File: config.mk
export PLATFORM = sky130hd
export DESIGN_NAME = apb_prefetch_unit
export DESIGN_NICKNAME = d
export VERILOG_FILES = /design/src/rtl/kisc_pkg.sv /design/src/rtl/fetch_fifo.sv /design/src/rtl/apb_prefetch_unit.sv
export SDC_FILE = /design/constraint.sdc
export NUM_CORES = 1
export LEC_CHECK = 0
export BUFFER_PORTS_ARGS = -buffer_cell sky130_fd_sc_hd__buf_2
export CORE_ASPECT_RATIO = 0.5
export CORE_MARGIN = 2
export CORE_UTILIZATION = 58
export DETAILED_ROUTE_END_ITERATION = 6
export GPL_ROUTABILITY_DRIVEN = 0
export HOLD_SLACK_MARGIN = 0.1
export PLACE_DENSITY = 0.85
export SLEW_MARGIN = 25
export SYNTH_ARGS = -nofsm -noshare
export SYNTH_HDL_FRONTEND = slang
export SYNTH_SLANG_ARGS = --single-unit
File: constraint.sdc
create_clock -name APB_PCLK -period 7.4 [get_ports APB_PCLK]
set_clock_uncertainty 0.1 [all_clocks]
set_input_delay 1.48 -clock APB_PCLK [delete_from_list [all_inputs] [get_ports APB_PCLK]]
set_output_delay 1.48 -clock APB_PCLK [all_outputs]
set_load 0.01 [all_outputs]
File: src/rtl/kisc_pkg.sv
// -----------------------------------------------------------------------------
// kisc_pkg
// Shared types and constants for the instruction-prefetch path.
//   fetch_state_t : APB read-master states (IDLE / SETUP / ACCESS)
//   fetch_entry_t : one queue entry {data, addr, err}
//   word_incr()   : byte increment between consecutive instruction words
// Entry fields are sized for the widest configuration the prefetch unit is
// built with; narrower instances zero-extend into them.
// -----------------------------------------------------------------------------
package kisc_pkg;

    localparam int KISC_MAX_ADDR_WIDTH = 32;
    localparam int KISC_MAX_DATA_WIDTH = 32;

    typedef enum logic [1:0] {
        IDLE   = 2'd0,
        SETUP  = 2'd1,
        ACCESS = 2'd2
    } fetch_state_t;

    typedef struct packed {
        logic [KISC_MAX_DATA_WIDTH-1:0] data;
        logic [KISC_MAX_ADDR_WIDTH-1:0] addr;
        logic                           err;
    } fetch_entry_t;

    // Byte distance between sequential instruction words.
    function automatic int word_incr(input int data_width);
        return data_width / 8;
    endfunction

    localparam int KISC_WORD_INCR = word_incr(KISC_MAX_DATA_WIDTH);

endpackage : kisc_pkg

File: src/rtl/fetch_fifo.sv
// -----------------------------------------------------------------------------
// fetch_fifo
// Synchronous DEPTH-entry FIFO holding prefetched instruction entries.
// Flush has priority over push and pop. DEPTH must be a power of two so the
// read/write pointers wrap naturally.
// Ports:
//   clk        : clock
//   rst        : synchronous reset, active-high
//   flush      : empty the queue on the next edge
//   push       : write push_entry at the tail (ignored when full)
//   push_entry : entry to write
//   pop        : drop the head entry (ignored when empty)
//   head       : current head entry (registered storage, no input bypass)
//   count      : number of valid entries, 0..DEPTH
// -----------------------------------------------------------------------------
module fetch_fifo
    import kisc_pkg::*;
#(
    parameter int DEPTH = 4
) (
    input  logic                   clk,
    input  logic                   rst,
    input  logic                   flush,
    input  logic                   push,
    input  fetch_entry_t           push_entry,
    input  logic                   pop,
    output fetch_entry_t           head,
    output logic [$clog2(DEPTH):0] count
);

    localparam int PTR_W = $clog2(DEPTH);
    localparam logic [PTR_W:0]   FULL_COUNT = (PTR_W + 1)'(DEPTH);
    localparam logic [PTR_W:0]   CNT_ONE    = (PTR_W + 1)'(1);
    localparam logic [PTR_W-1:0] PTR_ONE    = PTR_W'(1);

    fetch_entry_t     mem [DEPTH];
    logic [PTR_W-1:0] wr_ptr;
    logic [PTR_W-1:0] rd_ptr;
    logic [PTR_W:0]   count_q;
    logic             do_push;
    logic             do_pop;

    assign do_push = push && (count_q != FULL_COUNT);
    assign do_pop  = pop && (count_q != '0);

    // NOTE: sequential state uses non-blocking (<=) so every register samples
    // the pre-edge values of its neighbours, independent of statement order.
    always_ff @(posedge clk) begin
        if (rst || flush) begin
            wr_ptr  <= '0;
            rd_ptr  <= '0;
            count_q <= '0;
        end else begin
            if (do_push) begin
                wr_ptr <= wr_ptr + PTR_ONE;
            end
            if (do_pop) begin
                rd_ptr <= rd_ptr + PTR_ONE;
            end
            if (do_push && !do_pop) begin
                count_q <= count_q + CNT_ONE;
            end else if (do_pop && !do_push) begin
                count_q <= count_q - CNT_ONE;
            end
        end
    end

    // NOTE: storage is reset only because the head word is visible on the
    // core interface and must read as zero out of reset; the array is small.
    // A flush leaves the contents alone since the pointers already hide them.
    always_ff @(posedge clk) begin
        if (rst) begin
            for (int i = 0; i < DEPTH; i++) begin
                mem[i] <= '0;
            end
        end else if (do_push && !flush) begin
            mem[wr_ptr] <= push_entry;
        end
    end

    assign head  = mem[rd_ptr];
    assign count = count_q;

endmodule : fetch_fifo

File: src/rtl/apb_prefetch_unit.sv
// -----------------------------------------------------------------------------
// apb_prefetch_unit
// Instruction-prefetch engine: an APB read master that fetches sequential
// words ahead of the core into a DEPTH-entry queue. A redirect flushes the
// queue and restarts fetching; a transfer already on the bus runs to
// completion and its word is discarded.
//
// Optional feature (macro PREFETCH_ZERO_HALT_EN): a fetched all-zero word
// stops further fetching; `halted` rises once that word has been consumed,
// and a redirect resumes fetching. Without the macro, zero words are ordinary
// data and `halted` is tied low.
//
// Parameters: ADDR_WIDTH, DATA_WIDTH (multiple of 8), DEPTH (power of two,
// >= 2), RESET_ADDR. Widths must not exceed the kisc_pkg entry field widths.
//
// Ports:
//   APB_PCLK, APB_PRESET          : clock, synchronous active-high reset
//   APB_paddr/psel/penable        : read request (address held through SETUP/ACCESS)
//   APB_pwrite, APB_pstb          : constant read, all strobes
//   APB_prdata/pready/perr        : slave response
//   redirect_valid, redirect_addr : flush and restart at a word-aligned address
//   out_valid/out_ready           : head-of-queue handshake to the core
//   out_data/out_addr/out_err     : head entry (from queue registers only)
//   halted                        : fetching stopped on a zero word
// -----------------------------------------------------------------------------
module apb_prefetch_unit
    import kisc_pkg::*;
#(
    parameter int                    ADDR_WIDTH = 32,
    parameter int                    DATA_WIDTH = 32,
    parameter int                    DEPTH      = 4,
    parameter logic [ADDR_WIDTH-1:0] RESET_ADDR = '0
) (
    input  logic                    APB_PCLK,
    input  logic                    APB_PRESET,
    output logic [ADDR_WIDTH-1:0]   APB_paddr,
    output logic                    APB_psel,
    output logic                    APB_penable,
    output logic                    APB_pwrite,
    output logic [DATA_WIDTH/8-1:0] APB_pstb,
    input  logic [DATA_WIDTH-1:0]   APB_prdata,
    input  logic                    APB_pready,
    input  logic                    APB_perr,
    input  logic                    redirect_valid,
    input  logic [ADDR_WIDTH-1:0]   redirect_addr,
    output logic                    out_valid,
    input  logic                    out_ready,
    output logic [DATA_WIDTH-1:0]   out_data,
    output logic [ADDR_WIDTH-1:0]   out_addr,
    output logic                    out_err,
    output logic                    halted
);

    localparam int                    PTR_W      = $clog2(DEPTH);
    localparam logic [PTR_W:0]        DEPTH_C    = (PTR_W + 1)'(DEPTH);
    localparam logic [PTR_W:0]        CNT_ONE    = (PTR_W + 1)'(1);
    localparam logic [ADDR_WIDTH-1:0] ADDR_INCR  = ADDR_WIDTH'(word_incr(DATA_WIDTH));

    fetch_state_t          state_q;
    fetch_state_t          state_d;
    logic [ADDR_WIDTH-1:0] fetch_addr_q;   // address of the next transfer to issue
    logic [ADDR_WIDTH-1:0] paddr_q;        // address of the transfer on the bus
    logic                  discard_q;      // in-flight word belongs to a stale stream

    logic [ADDR_WIDTH-1:0] redirect_aligned;
    logic [ADDR_WIDTH-1:0] issue_addr;
    logic                  complete;
    logic                  push;
    logic                  pop;
    logic                  issue;
    logic                  can_issue;
    logic                  stopped_after;
    logic [PTR_W:0]        fifo_count;
    logic [PTR_W:0]        count_after;
    fetch_entry_t          push_entry;
    fetch_entry_t          head;

    assign redirect_aligned = {redirect_addr[ADDR_WIDTH-1:2], 2'b00};
    // A redirect in the same cycle as an issue takes effect immediately.
    assign issue_addr = redirect_valid ? redirect_aligned : fetch_addr_q;

    assign complete = (state_q == ACCESS) && APB_pready;
    // A redirect in the completing cycle also makes the returned word stale.
    assign push     = complete && !discard_q && !redirect_valid;
    // The queue is being flushed on a redirect, so a concurrent pop is moot.
    assign pop      = out_valid && out_ready && !redirect_valid;

    // Occupancy after this edge; decides whether another transfer may start.
    always_comb begin
        count_after = fifo_count;
        if (redirect_valid) begin
            count_after = '0;
        end else if (push && !pop) begin
            count_after = fifo_count + CNT_ONE;
        end else if (pop && !push) begin
            count_after = fifo_count - CNT_ONE;
        end
    end

    assign can_issue = (count_after < DEPTH_C) && !stopped_after;

    // ---------------------------------------------------------------- FSM
    always_ff @(posedge APB_PCLK) begin
        if (APB_PRESET) begin
            state_q <= IDLE;
        end else begin
            state_q <= state_d;
        end
    end

    // NOTE: every output of this block gets a default before the case so no
    // path leaves a signal unassigned, which would otherwise infer a latch.
    always_comb begin
        state_d     = state_q;
        APB_psel    = 1'b0;
        APB_penable = 1'b0;
        issue       = 1'b0;
        unique case (state_q)
            IDLE: begin
                if (can_issue) begin
                    state_d = SETUP;
                    issue   = 1'b1;
                end
            end
            SETUP: begin
                APB_psel = 1'b1;
                state_d  = ACCESS;
            end
            ACCESS: begin
                APB_psel    = 1'b1;
                APB_penable = 1'b1;
                if (APB_pready) begin
                    if (can_issue) begin
                        state_d = SETUP;
                        issue   = 1'b1;
                    end else begin
                        state_d = IDLE;
                    end
                end
            end
            default: begin
                state_d = IDLE;
            end
        endcase
    end

    // ---------------------------------------------------------- datapath
    always_ff @(posedge APB_PCLK) begin
        if (APB_PRESET) begin
            paddr_q      <= '0;
            fetch_addr_q <= RESET_ADDR;
            discard_q    <= 1'b0;
        end else begin
            if (issue) begin
                paddr_q      <= issue_addr;
                fetch_addr_q <= issue_addr + ADDR_INCR;
            end else if (redirect_valid) begin
                fetch_addr_q <= redirect_aligned;
            end

            // APB has no abort: mark the in-flight word stale instead.
            if (complete) begin
                discard_q <= 1'b0;
            end else if (redirect_valid && (state_q != IDLE)) begin
                discard_q <= 1'b1;
            end
        end
    end

`ifdef PREFETCH_ZERO_HALT_EN
    logic stopped_q;
    logic halted_q;
    logic zero_push;

    assign zero_push     = push && (APB_prdata == '0);
    assign stopped_after = !redirect_valid && (stopped_q || zero_push);

    // The zero word is always the newest entry, so popping it is popping the
    // last entry while stopped.
    always_ff @(posedge APB_PCLK) begin
        if (APB_PRESET || redirect_valid) begin
            stopped_q <= 1'b0;
            halted_q  <= 1'b0;
        end else begin
            if (zero_push) begin
                stopped_q <= 1'b1;
            end
            if (stopped_q && pop && (fifo_count == CNT_ONE)) begin
                halted_q <= 1'b1;
            end
        end
    end

    assign halted = halted_q;
`else
    assign stopped_after = 1'b0;
    assign halted        = 1'b0;
`endif

    // ------------------------------------------------------------- queue
    always_comb begin
        push_entry      = '0;
        push_entry.data = KISC_MAX_DATA_WIDTH'(APB_prdata);
        push_entry.addr = KISC_MAX_ADDR_WIDTH'(paddr_q);
        push_entry.err  = APB_perr;
    end

    fetch_fifo #(
        .DEPTH (DEPTH)
    ) u_fetch_fifo (
        .clk        (APB_PCLK),
        .rst        (APB_PRESET),
        .flush      (redirect_valid),
        .push       (push),
        .push_entry (push_entry),
        .pop        (pop),
        .head       (head),
        .count      (fifo_count)
    );

    assign out_valid   = (fifo_count != '0);
    assign out_data    = head.data[DATA_WIDTH-1:0];
    assign out_addr    = head.addr[ADDR_WIDTH-1:0];
    assign out_err     = head.err;

    assign APB_paddr   = paddr_q;
    assign APB_pwrite  = 1'b0;
    assign APB_pstb    = '1;

endmodule : apb_prefetch_unit
Yosys cells after proc, flatten, opt, wreduce, memory -nomap -nowiden
Memory sizes are Yosys's and may differ from the RTL's. A register that Yosys moved wholly into a read port is not among the register bits.
Cells that the tools add are included.
- output and inout port bits: 106
- input bits: 70
- logic and storage cells: 73
- bits in writable memories: 260
- register bits after elaboration: 74
- memories: 1
- memories (name ; words ; bits a word ; read ports ; clocked after Yosys merged registers in ; write ports ; line ; source):
    u_fetch_fifo.mem ; 4 ; 65 ; 1 ; 1 ; 4 ; fetch_fifo.sv:36 ; fetch_entry_t mem [DEPTH];
- magnitude comparators: 1
- reductions and logical operators: 28
- equality and inequality tests: 5
- add/sub/neg operators: 5
- multiplexer cells: 26
- operators by type and width (kind ; number):
    $mux 65 ; 1
    $reduce_or 65->1 ; 1
    $mux 32 ; 2
    $add 32x3->32 const B ; 1
    $mux 3 ; 5
    $logic_and 1x1->1 ; 13
    $mux 1 ; 11
    $mux 2 ; 5
    $logic_not 1->1 ; 6
    $pmux 2 s3 ; 1
    $add 2x1->2 const B ; 2
    $ne 2x2->1 const B ; 2
    $reduce_bool 2->1 ; 2
    $reduce_or 2->1 ; 2
    $add 3x1->3 const B ; 1
    $lt 3x3->1 const B ; 1
    $ne 3x3->1 const B ; 1
    $reduce_bool 3->1 ; 1
    $sub 3x1->3 const B ; 1
    $eq 2x1->1 const B ; 1
    $eq 2x2->1 const B ; 1
    $logic_not 2->1 ; 1
    $pmux 1 s2 ; 1
    $reduce_and 2->1 ; 1
    $logic_or 1x1->1 ; 1

Depth between registers and ports, before layout
Gate-level depths: netlist of run 1.
- word-level depth: 14
- depth in mapped cells: 13
- mapped depth without buffers: 10

Hierarchy
Synthesis of run 1 repeated with hierarchy kept, for this count alone.
- cells, all modules: 1074
- area total of the unflattened synthesis: 15366.0 sq um
- modules (own cells, without submodules) (module ; times used ; seq. area each (sq um) ; cells each ; area each (sq um)):
    fetch_fifo ; 1 ; 7987.7 ; 675 ; 11705.0
    apb_prefetch_unit ; 1 ; 1341.3 ; 399 ; 3661.0

Worst setup path before layout of run 1
OpenSTA, ideal clock, no wires.
- kind: in2reg
- from: input port redirect_valid
- to: memory u_fetch_fifo.mem[1][0] (netlist bit) (enable)
- data arrival time: 5261 ps
- path buffers: 0
- setup time: 502 ps
- data required time: 6798 ps
- slack: 1537 ps
- stages: 4
- cell sequence: nand4bb_1 a21oi_1 nand2_1 o21bai_1
- RTL lines (element ; line ; source):
    from (decl) ; apb_prefetch_unit.sv:44 ; input logic redirect_valid,
    to (decl) ; fetch_fifo.sv:36 ;

==> results of run 1 <==
==> routing by layer <==
layer,routed length [um],vias up
met5,29,-
met4,985,4
met3,2430,73
met2,17200,451
met1,13300,4886
li1,-,4394
==> placed cells by master (no fill, tap or decap), drive strengths merged, types with 6 or more instances in the layout <==
cell,count
clkinv,12
nand3,15
xor2,6
nor2b,6
conb,6
mux4,65
nand2,93
a211oi,33
a21oi,15
buf,179
ha,9
nand4,9
o31a,6
mux2i,26
mux2,7
nor2,240
clkbuf,35
nand2b,6
xnor2,6
dfxtp,76
and3,16
a31oi,6
nor3,18
edfxtp,260
inv,76
==> worst max-delay path by stage <==
stage                                                       end  slack [ns]
after floorplan            u_fetch_fifo.mem[1][0]$_SDFFCE_PN0P_        1.54
final                      u_fetch_fifo.mem[1][6]$_SDFFCE_PN0P_        2.65
after global routing      u_fetch_fifo.mem[2][51]$_SDFFCE_PN0P_        2.51
after CTS                  u_fetch_fifo.mem[1][6]$_SDFFCE_PN0P_        2.76
after global placement    u_fetch_fifo.mem[1][52]$_SDFFCE_PN0P_        2.34
after detailed placement  u_fetch_fifo.mem[1][48]$_SDFFCE_PN0P_        2.22
==> through the flow <==
stage | std cells | setup slack, ns | utilization
final | 1649 | 2.65 | 0.668
after global routing | 1649 | 2.51 | 0.668
after CTS | 1649 | 2.76 | 0.667
after detailed placement | 1596 | 2.22 | 0.631
after global placement | 1594 | 2.34 | 0.629
after floorplan | 1153 | 1.54 | -
==> worst max-delay path: cells and delay by family <==
kind | cells | cell delay, ns
AOI/OAI and AO/OA | 1 | 0.82
buffers and inverters | 3 | 1.02
and+or+nand+nor | 4 | 1.63
==> power by group through the flow <==
stage | Combinational, W | Clock, W | Sequential, W
6_report | 0.000520 | 0.00150 | 0.00224
5_1_grt | 0.000563 | 0.00157 | 0.00225
4_1_cts | 0.000520 | 0.00150 | 0.00224
3_5_place_dp | 0.000515 | 0 | 0.00228
3_3_place_gp | 0.000485 | 0 | 0.00227
2_1_floorplan | 0.000312 | 0 | 0.00227
==> registers in the layout, indices dropped and copies added (netlist names), named ones only <==
signal / flops
u_fetch_fifo.mem: 260
APB_paddr: 32
fetch_addr_q: 32
u_fetch_fifo.count: 3
state_q: 2
u_fetch_fifo.rd_ptr: 2
u_fetch_fifo.wr_ptr: 2
discard_q: 1
==> logic make-up after synthesis <==
kind of cell	Yosys count	share of synthesized area
AO/OA/AOI/OAI	96	0.0508
XOR/XNOR	12	0.00715
adder cells (fa/ha/maj)	9	0.00766
buffers and inverters	156	0.0443
flip-flops	336	0.635
multiplexers	98	0.123
other	2	0.000511
AND/OR/NAND/NOR	440	0.132
==> cell type report <==
cell class,count,area share
clock buffers,35,0.0465
clock inverters,18,0.00853
inverters,76,0.0171
multi-input cells,661,0.286
flip-flops and latches,336,0.558
well taps,344,0.0257
repair buffers,179,0.0573
==> impl_results.md, run 1 <==
- Status: finished, final reports clean
- CTS Sinks: 336
- Startpoint Class: input pin
- First-pass GRT wire length: 51,600 um
- Synth top area cells: edfxtp_1 (53%), dfxtp_1 (10%), mux4_2 (10%)
- Crit path cell chain: buf_2, buf_4, nand4bb_1, a21oi_1, nor2b_4, buf_4, nand2_1, nor2_1
- Worst-path clk slew: roughly 0.07 ns
- Syn Area/Cell: between 10 and 15 um2
- Max Clock Freq: approximately 0.21 GHz
- Chip Width: 229 um
- M3 GR Usage: 0.0381
- Max clock buf depth: 3
- Pwr Density: about 250 nW/um2
- Setup TNS Final: 0 ns
- Fill cells: 1,735
- M1 GR Usage: 0.321
- Via count: about 9,800
- Antenna viol nets, final: 0
- Reg2reg setup slack: between 3 and 4 ns
- Reg power frac: 0.527
- Crit-path slowest cell: nor2b_4
- Initial antenna violation count: 3
- IO buf count: about 170
- Hold-critical path depth: 2
- Peak VDD IR: between 0.00015 and 0.0002 V
- Mapped cell area: between 10,000 and 15,000 um2
- Cts repair resizes: 0
- Comb power frac: 0.122
- RSZ-0062 raised after global routing: no
- Num ports: between 150 and 200
- Tmin final: roughly 4.8 ns
- Post-CTS Setup Inserts: 0
- CTS tree: done
- CP peak stage delay: slightly below 0.9 ns
- Synth Flop Type: edfxtp_1
- Hold_sp: fetch_addr_q[0]$_SDFF_PP0_
- Worst-Margin Slew: ~1.0 ns
- Reg2Reg Depth: 8
- Synth area leader: edfxtp_1
- Reg-to-reg startpoint: state_q[0]$_SDFFE_PP0P_
- DR WL/cell: 20.6 um
- Cell area after layout: around 17,000 um2
- Headroom to the max-slew limit: 0.312
- Count leader, synth: edfxtp_1
- Clk_lat worst skew: 0.56 ns
- 1st-iter DRT viols: between 900 and 1,000
- Critical path launch point: redirect_valid
- P&R area growth vs syn: 13.8%
- Psw: 0.00109 W
- Final hold slack: ~0.34 ns
- Slew Limit Fails: 0
- Post-route total power: roughly 0.0043 W
- CP Class: input pin to register
- Post-route DRC: 0
- Hold path endpoint: fetch_addr_q[0]$_SDFF_PP0_
- Commonest cells post-synth: edfxtp_1 (260), nor2_1 (240), nand2_1 (93)
- CP endpoint kind: register
- Post-DP HPWL: between 20,000 and 25,000 um
- Sw frac: 0.257
- Largest net degree at the start of global routing: between 70 and 80
- Internal power: 0.00317 W
- WL final: 34,000 um
- Min-delay worst type: register to register
- Most used routing layer: met2
- Max_cap viols: 0
- Std cell rows: 41
- Reg2reg end: u_fetch_fifo.mem[1][6]$_SDFFCE_PN0P_
- Post-synth EDFFs: 260
- Average vias per placed instance: 5.95
- Total CTS buffers: 29
- Leak: about 6.7 nW
- Nets: about 1,400
- Detailed Routing Iterations Pass 1: 5
- Area of placed instances: about 16,000 um2
- Crit path arrival time: a little over 5 ns
- DIE AREA: 26,700 um2
- Flop and latch count out of synthesis: 336
- Post-synth top area share: 0.531
- Ant. Diodes: 0
- Post-synthesis cell type count: 64
- H-tree depth: 1
- Gate Count Post-Synth: 1,149
- Clock network power share: 0.351
- Total track usage: 0.249
- Share of cells above drive strength 1: 0.244
- Final Hold Fails: 0
- Seq/Total Area, Yosys: 0.635
- Crit share post-route: 0.642
- Final setup vio count: 0
- Hold_buf cts: 0
- Core box area: 25,000 um2
- Overflow after GRT: 0
- Die height: around 120 um
- Initial Util: 0.587
- Register area: 9340 um2
- CP dominant cell by count: buf_4
- Crit path required time: between 7 and 8 ns
- Async set or reset register ratio after synthesis: 0
- Root Driver: clkbuf_16
- Crit path max fanout: 67
- Vias in the first global route: between 9,000 and 10,000
- Synth warnings: 0
- Area occupied by multi-input gates: between 4000 and 5000 um2
- Met2 Resource Use GR: 0.445
(Power assumes the default switching activity.)
==> run 2, diff against run 1 <==
--- a/config.mk
+++ b/config.mk
@@ -5,14 +5,15 @@
 export SDC_FILE = /design/constraint.sdc
 export NUM_CORES = 1
 export LEC_CHECK = 0
+export ABC_AREA = 1
 export BUFFER_PORTS_ARGS = -buffer_cell sky130_fd_sc_hd__buf_2
 export CORE_ASPECT_RATIO = 0.5
 export CORE_MARGIN = 2
-export CORE_UTILIZATION = 58
+export CORE_UTILIZATION = 53
 export DETAILED_ROUTE_END_ITERATION = 6
 export GPL_ROUTABILITY_DRIVEN = 0
 export HOLD_SLACK_MARGIN = 0.1
-export PLACE_DENSITY = 0.85
+export PLACE_DENSITY = 0.81
 export SLEW_MARGIN = 25
 export SYNTH_ARGS = -nofsm -noshare
 export SYNTH_HDL_FRONTEND = slang
==> constraint.sdc (replaced) <==
create_clock -name APB_PCLK -period 4.3 [get_ports APB_PCLK]
set_clock_uncertainty 0.1 [all_clocks]
set_input_delay 0.86 -clock APB_PCLK [delete_from_list [all_inputs] [get_ports APB_PCLK]]
set_output_delay 0.86 -clock APB_PCLK [all_outputs]
set_load 0.01 [all_outputs]
==> run 2 against run 1 <==
First-iteration DRC count is 27% higher. Worst hold slack got worse by 0.015 ns. Global-route usage is 0.053 points lower. Utilization down 4.9 points. Die area up 13%. Largest cell class unchanged. Synthesized cell count rose by 45%.
==> impl_results.md, run 2 <==
- Post-synthesis cell type count: 31 (was 64)
- Non-filler cells, final: 2,199 (was 1,649)
- Largest register by flop count: u_fetch_fifo.mem (unchanged)
- Worst-Margin Slew: 0.896 ns (was 1.03 ns)
- Final hold slack: 0.328 ns (was 0.343 ns)
- Hold-critical path depth: 2 (unchanged)
- Headroom to the max-slew limit: 0.402 (was 0.312)
- Initial antenna violation count: 1 (was 3)
- Post-CTS Setup Inserts: 0 (unchanged)
- Post-Place Setup Slack: 0.899 ns (was 2.22 ns)
- Detailed Routing Iterations Pass 1: 5 (unchanged)
- Share of cells above drive strength 1: 0.150 (was 0.244)
- Min-delay worst type: register to register (unchanged)
- Gate Count Post-Synth: 1,667 (was 1,149)
- Synth area leader: edfxtp_1 (unchanged)
- Overflow after GRT: 0 (unchanged)
- Placed cell count: 2,143 (was 1,596)
- Final WS setup: 0.974 ns (was 2.65 ns)
- Reg2reg setup slack: 1.22 ns (was 3.50 ns)
- IO buf count: 167 (unchanged)
- Post-synth top area share: 0.514 (was 0.531)
- Startpoint Class: register (was input pin)
- Initial Util: 0.544 (was 0.587)
- Reg-to-reg startpoint: state_q[0]$_SDFFE_PP0P_ (unchanged)
- DIE AREA: 30,100 um2 (was 26,700 um2)
- CP Buf/Inv Count: 3 (unchanged)
- Antenna viol nets, final: 0 (unchanged)
- Root Driver: clkbuf_16 (unchanged)
- Synth Flop Type: edfxtp_1 (unchanged)
- Commonest non-fill, non-tap cell in the layout: nor2_1 (was edfxtp_1)
- Uppermost routed layer: met4 (was met5)
- 1st-iter DRT viols: 1,186 (was 936)
- Max Clock Freq: approximately 0.30 GHz
- Core box area: 27,900 um2 (was 25,000 um2)
- Slew Limit Fails: 0 (unchanged)
- Cts repair resizes: 0 (unchanged)
- Commonest cells post-synth: nor2_1 (434), edfxtp_1 (260), nand2_1 (241) (was edfxtp_1 (260), nor2_1 (240), nand2_1 (93))
- Post-synth EDFFs: 260 (unchanged)
- Crit path required time: 3.34 ns (was 7.68 ns)
- Setup TNS Final: 0 ns (unchanged)
- Routed wl met3: 2710 um (was 2430 um)
- Hold_sp: fetch_addr_q[0]$_SDFF_PP0_ (unchanged)
- Syn Area/Cell: 9.11 um2 (was 12.8 um2)
- Register area: 9330 um2 (was 9340 um2)
- CTS tree: done (unchanged)
- Crit share post-route: 0.773
- Max_cap viols: 0 (unchanged)
- First-pass GRT wire length: 58,800 um (was 51,600 um)
- Area occupied by multi-input gates: 4840 um2 (was 4790 um2)
- Synth warnings: 0 (unchanged)
- Die height: 124 um (was 117 um)
- P&R area growth vs syn: 13.8% (about the same)
- Vias in the first global route: 11,600 (was 9,535)
- Hold_buf cts: 0 (unchanged)
- Num ports: 176 (unchanged)
- Post-DP HPWL: 22,600 um (was 20,800 um)
- H-tree depth: 1 (unchanged)
- Crit-path slowest cell: inv_1 (was nor2b_4)
- CTS Sinks: 336 (unchanged)
- CP Class: register to primary output (was input pin to register)
- Crit-path leading delay family: buffers and inverters (was simple AND/OR/NAND/NOR gates)
- DR WL/cell: 17.1 um (was 20.6 um)
- Total CTS buffers: 30 (was 29)
- Met1 Wirelength: 15,600 um (was 13,300 um)
- Average vias per placed instance: 5.46 (was 5.95)
- Fill cells: 2,229 (was 1,735)
- WL met2: 18,600 um (was 17,200 um)
- Max clock buf depth: 3 (unchanged)
- Synth top area cells: edfxtp_1 (51%), nor2_1 (11%), dfxtp_1 (10%) (was edfxtp_1 (53%), dfxtp_1 (10%), mux4_2 (10%))
- Chip Width: 243 um (was 229 um)
- Crit path cell chain: inv_1, buf_12, o21ai_0, o22ai_1, buf_2 (was buf_2, buf_4, nand4bb_1, a21oi_1, nor2b_4, buf_4, nand2_1, nor2_1)
- Crit path max fanout: 48 (was 67)
- Reg2reg end: u_fetch_fifo.mem[2][51]$_SDFFCE_PN0P_ (was u_fetch_fifo.mem[1][6]$_SDFFCE_PN0P_)
- Flop and latch count out of synthesis: 336 (unchanged)
- CP endpoint kind: primary output (was register)
- Commonest cells after routing, fill and taps aside: nor2_1 (434), edfxtp_1 (260), nand2_1 (238) (was edfxtp_1 (260), nor2_1 (240), buf_2 (167))
- Reg2Reg Depth: 9 (was 8)
- Count leader, synth: nor2_1 (was edfxtp_1)
- Total track usage: 0.249 (about the same)
- Final setup vio count: 0 (unchanged)
- Nets: 1,872 (was 1,362)
- Seq/Total Area, Yosys: 0.614 (was 0.635)
- Via count: 12,000 (was 9,808)
- Worst-path clk slew: 0.06 ns (was 0.07 ns)
- Tmin final: roughly 3.3 ns
- Post-route DRC: 0 (unchanged)
- Crit path arrival time: 2.37 ns (was 5.03 ns)
- CP peak stage delay: 0.49 ns (was 0.87 ns)
- Std cell rows: 43 (was 41)
- RSZ-0062 raised after global routing: no (unchanged)
- Core Util, Final: 0.619 (was 0.668)
- Final Hold Fails: 0 (unchanged)
- Peak VDD IR: 0.000289 V (was 0.000180 V)
- Leak: 6.88 nW (was 6.72 nW)
- Clk_lat worst skew: 0.57 ns (was 0.56 ns)
- Pwr Density: 459 nW/um2 (was 255 nW/um2)
- Mapped cell area: 15,200 um2 (was 14,700 um2)
- Largest register FFs: 260 (unchanged)
- WL final: 37,700 um (was 34,000 um)
- Status: finished, final reports clean (unchanged)
- Hold path endpoint: fetch_addr_q[0]$_SDFF_PP0_ (unchanged)
- Async set or reset register ratio after synthesis: 0 (unchanged)
- Largest net degree at the start of global routing: 75 (was 74)
run 2: cell count changes after synthesis, sizes merged, moves of 57 or more:
cell   delta
o21ai   +168
o22ai    +65
mux4     -65
a21oi    +57
nand2   +159
inv      +83
nor2    +203
run 2: final cells by class:
type                    instances  share of cell area
flip-flops and latches        336               0.540
multi-input cells            1075               0.280
repair buffers                190              0.0627
clock buffers                  42              0.0483
inverters                     160              0.0348
well taps                     382              0.0276
clock inverters                13             0.00659
diodes                          1            0.000145
run 2: kinds of logic after synthesis:
logic type               after synthesis  synth area share
XOR/XNOR                              14           0.00807
buffers and inverters                260            0.0712
flip-flops                           336             0.614
AO/OA/AOI/OAI                        314             0.110
other                                  2          0.000494
AND/OR/NAND/NOR                      732             0.189
adder cells (fa/ha/maj)                9           0.00741
run 2: worst reg2reg max path: stages, from the launching register on:
cell     delay [ns]
dfxtp_1        0.33
inv_1          0.10
ha_1           0.22
nand2_1        0.14
nor2_4         0.18
nand2_2        0.18
nor2_4         0.34
nand2_1        0.44
nand2_2        0.18
buf_4          0.50
run 2: how the worst max path moves through the flow:
stage	startpoint	cells past startpoint	endpoint
floorplan	redirect_valid	8	u_fetch_fifo.mem[0][0]$_SDFFCE_PN0P_
global placement	redirect_valid	12	APB_paddr[2]$_SDFFE_PP0P_
detailed placement	redirect_valid	12	APB_paddr[2]$_SDFFE_PP0P_
CTS	register	5	out_addr[14]
global route	register	5	out_data[20]
finish	register	5	out_addr[14]
run 2: power breakdown:
| group | switching (W) | internal, W |
|---|---|---|
| Sequential | 0.000134 | 0.00379 |
| Clock | 0.00118 | 0.00142 |
| Combinational | 0.00101 | 0.000401 |
run 2: through the flow:
step,total power [W],cell area [um2]
floorplan,0.00494,15200
detailed placement,0.00537,16300
CTS,0.00792,17300
global route,0.00825,17300
global placement,0.00534,16300
finish,0.00793,17300
run 2: layer usage:
layer | up-vias | track usage
met4 | 0 | 0.0748
met1 | 5687 | 0.327
met2 | 510 | 0.436
met3 | 61 | 0.0356
li1 | 5745 | -
met5 | - | 0
==> run 3, diff against run 2 <==
--- a/config.mk
+++ b/config.mk
@@ -9,11 +9,11 @@
 export BUFFER_PORTS_ARGS = -buffer_cell sky130_fd_sc_hd__buf_2
 export CORE_ASPECT_RATIO = 0.5
 export CORE_MARGIN = 2
-export CORE_UTILIZATION = 53
+export CORE_UTILIZATION = 59
 export DETAILED_ROUTE_END_ITERATION = 6
 export GPL_ROUTABILITY_DRIVEN = 0
 export HOLD_SLACK_MARGIN = 0.1
-export PLACE_DENSITY = 0.81
+export PLACE_DENSITY = 0.85
 export SLEW_MARGIN = 25
 export SYNTH_ARGS = -nofsm -noshare
 export SYNTH_HDL_FRONTEND = slang
==> constraint.sdc (replaced) <==
create_clock -name APB_PCLK -period 3.5 [get_ports APB_PCLK]
set_clock_uncertainty 0.1 [all_clocks]
set_input_delay 0.7 -clock APB_PCLK [delete_from_list [all_inputs] [get_ports APB_PCLK]]
set_output_delay 0.7 -clock APB_PCLK [all_outputs]
set_load 0.01 [all_outputs]
==> run 3 against run 2 <==
Register-to-register slack worse by 0.69 ns. Global-route usage up 3.1 points. Combinational power up 25%. Flip-flop and latch count unchanged. Count of clock-buffer cells in the layout down 9. Critical path type unchanged.
==> impl_results.md, run 3 (synthesized netlist as in run 2, its figures left out) <==
- Status: finished, final reports clean (unchanged)
- Detailed Routing Iterations Pass 1: 5 (unchanged)
- Psw: 0.00289 W (was 0.00232 W)
- Max_cap viols: 0 (unchanged)
- CP Class: register to primary output (unchanged)
- Commonest cells after routing, fill and taps aside: nor2_1 (434), edfxtp_1 (260), nand2_1 (238) (unchanged)
- Final setup vio count: 0 (unchanged)
- Root Driver: clkbuf_16 (unchanged)
- First-pass GRT wire length: 60,200 um (was 58,800 um)
- Clock network power share: 0.346 (was 0.328)
- Cts repair resizes: 0 (unchanged)
- CTS Sinks: 336 (unchanged)
- Crit path required time: 2.70 ns (was 3.34 ns)
- IO buf count: 167 (unchanged)
- CP endpoint kind: primary output (unchanged)
- Reg power frac: 0.479 (was 0.495)
- Peak VDD IR: 0.000390 V (was 0.000289 V)
- Pwr Density: 578 nW/um2 (was 459 nW/um2)
- Post-CTS Setup Inserts: 0 (unchanged)
- Tmin final: between 3 and 4 ns
- Slew Limit Fails: 0 (unchanged)
- Largest net degree at the start of global routing: 92 (was 75)
- Largest register FFs: 260 (unchanged)
- Leak: 6.94 nW (was 6.88 nW)
- CTS tree: done (unchanged)
- Share of cells above drive strength 1: 0.157 (was 0.150)
- Post-DP HPWL: 22,700 um (was 22,600 um)
- Headroom to the max-slew limit: 0.411 (was 0.402)
- Average vias per placed instance: 5.63 (was 5.46)
- Internal power: 0.00714 W (was 0.00562 W)
- Reg-to-reg startpoint: state_q[0]$_SDFFE_PP0P_ (unchanged)
- Chip Width: 231 um (was 243 um)
- Post-Place Setup Slack: 0.366 ns (was 0.899 ns)
- Max clock buf depth: 3 (unchanged)
- Min-delay worst type: register to register (unchanged)
- Via count: 12,200 (was 12,000)
- Total CTS buffers: 29 (was 30)
- Initial antenna violation count: 0 (was 1)
- Largest register by flop count: u_fetch_fifo.mem (unchanged)
- Overflow after GRT: 0 (unchanged)
- Setup TNS Final: 0 ns (unchanged)
- WL final: 38,100 um (was 37,700 um)
- CP Buf/Inv Count: 3 (unchanged)
- Hold_sp: fetch_addr_q[0]$_SDFF_PP0_ (unchanged)
- DIE AREA: 27,100 um2 (was 30,100 um2)
- RSZ-0062 raised after global routing: no (unchanged)
- Worst-Margin Slew: 0.884 ns (was 0.896 ns)
- Nets: 1,876 (was 1,872)
- Antenna viol nets, final: 0 (unchanged)
- Initial Util: 0.602 (was 0.544)
- 1st-iter DRT viols: 1,488 (was 1,186)
- Hold-critical path depth: 2 (unchanged)
- Num ports: 176 (unchanged)
- Vias in the first global route: 11,800 (was 11,600)
- Clk_lat worst skew: 0.57 ns (about the same)
- Post-route DRC: 0 (unchanged)
- Crit path max fanout: 68 (was 48)
- Final WS setup: 0.484 ns (was 0.974 ns)
- Crit path cell chain: clkinv_2, buf_4, o21ai_0, o22ai_1, buf_2 (was inv_1, buf_12, o21ai_0, o22ai_1, buf_2)
- Reg2Reg Depth: 9 (unchanged)
- H-tree depth: 1 (unchanged)
- WP depth: 5 (unchanged)
- Max Clock Freq: 0.332 GHz
- Comb power frac: 0.175 (was 0.178)
- Crit path arrival time: 2.22 ns (was 2.37 ns)
- Core box area: 25,200 um2 (was 27,900 um2)
- P&R area growth vs syn: 14.2% (was 13.8%)
- Std cell rows: 41 (was 43)
- Worst-path clk slew: 0.07 ns (was 0.06 ns)
- DR WL/cell: 17.6 um (was 17.1 um)
- Ant. Diodes: 0 (was 1)
- Die height: 117 um (was 124 um)
- Hold_buf cts: 0 (unchanged)
- Commonest non-fill, non-tap cell in the layout: nor2_1 (unchanged)
- CP peak stage delay: 0.55 ns (was 0.49 ns)
- Total track usage: 0.280 (was 0.249)
- Crit-path leading delay family: buffers and inverters (unchanged)
- Final Hold Fails: 0 (unchanged)
- Startpoint Class: register (unchanged)
- Sw frac: 0.288 (was 0.292)
- Crit-path slowest cell: buf_4 (was inv_1)
- Crit share post-route: 0.862
==> run 3: cell count changes in the layout (fill, tap and decap cells not counted), sizes merged <==
| cell | change |
|---|---|
| buf | +5 |
| bufinv | +4 |
| clkbuf | -9 |
| clkinv | +3 |
| clkinvlp | +2 |
| diode | -1 |
| inv | -1 |
==> run 3: area by class of cell <==
class | count | area, um2
sequential | 336 | 9330
multi-input combinational | 1075 | 4840
fill | 1871 | 7880
inverter | 160 | 602
clock buffer | 33 | 783
tap | 344 | 430
timing repair buffer | 195 | 1130
clock inverter | 21 | 239
==> run 3: path summary, 6_finish.rpt <==
| kind | to | slack [ns] |
|---|---|---|
| setup / recovery | out_addr[14] | 0.48 |
| hold reg to reg | fetch_addr_q[0]$_SDFF_PP0_ | 0.33 |
| setup reg to reg | u_fetch_fifo.mem[2][57]$_SDFFCE_PN0P_ | 0.53 |
| hold / removal | fetch_addr_q[0]$_SDFF_PP0_ | 0.33 |
==> run 3: power groups by stage <==
stage               Clock (W)  Sequential [W]  Combinational [W]
finish                0.00347         0.00481            0.00176
detailed placement          0         0.00489            0.00172
floorplan                   0         0.00494            0.00113
global route          0.00363         0.00484            0.00193
global placement            0         0.00488            0.00169
CTS                   0.00348         0.00481            0.00174
==> run 3: per-stage QoR <==
stage	total power, W	cells	util	cell area [um2]	hold WS, ns
2_1_floorplan	0.00607	1671	-	15200	0.305
3_3_place_gp	0.00657	2109	0.647	16300	0.313
3_5_place_dp	0.00662	2110	0.647	16300	0.319
4_1_cts	0.0100	2164	0.688	17400	0.329
5_1_grt	0.0104	2164	0.688	17400	0.354
6_report	0.0100	2164	0.688	17400	0.326
==> run 3: layer usage <==
metal / share of wire / global-route usage / wire [um]
met1: 0.42 / 0.392 / 15900
met2: 0.47 / 0.454 / 18100
met3: 0.078 / 0.0405 / 2990
met4: 0.028 / 0.0911 / 1090
met5: 0 / 0 / 0
==> run 3: worst min-delay path, cell delays in order, from the launching register on <==
cell	delay, ns
dfxtp_1	0.30
inv_1	0.04
nor2_1	0.04
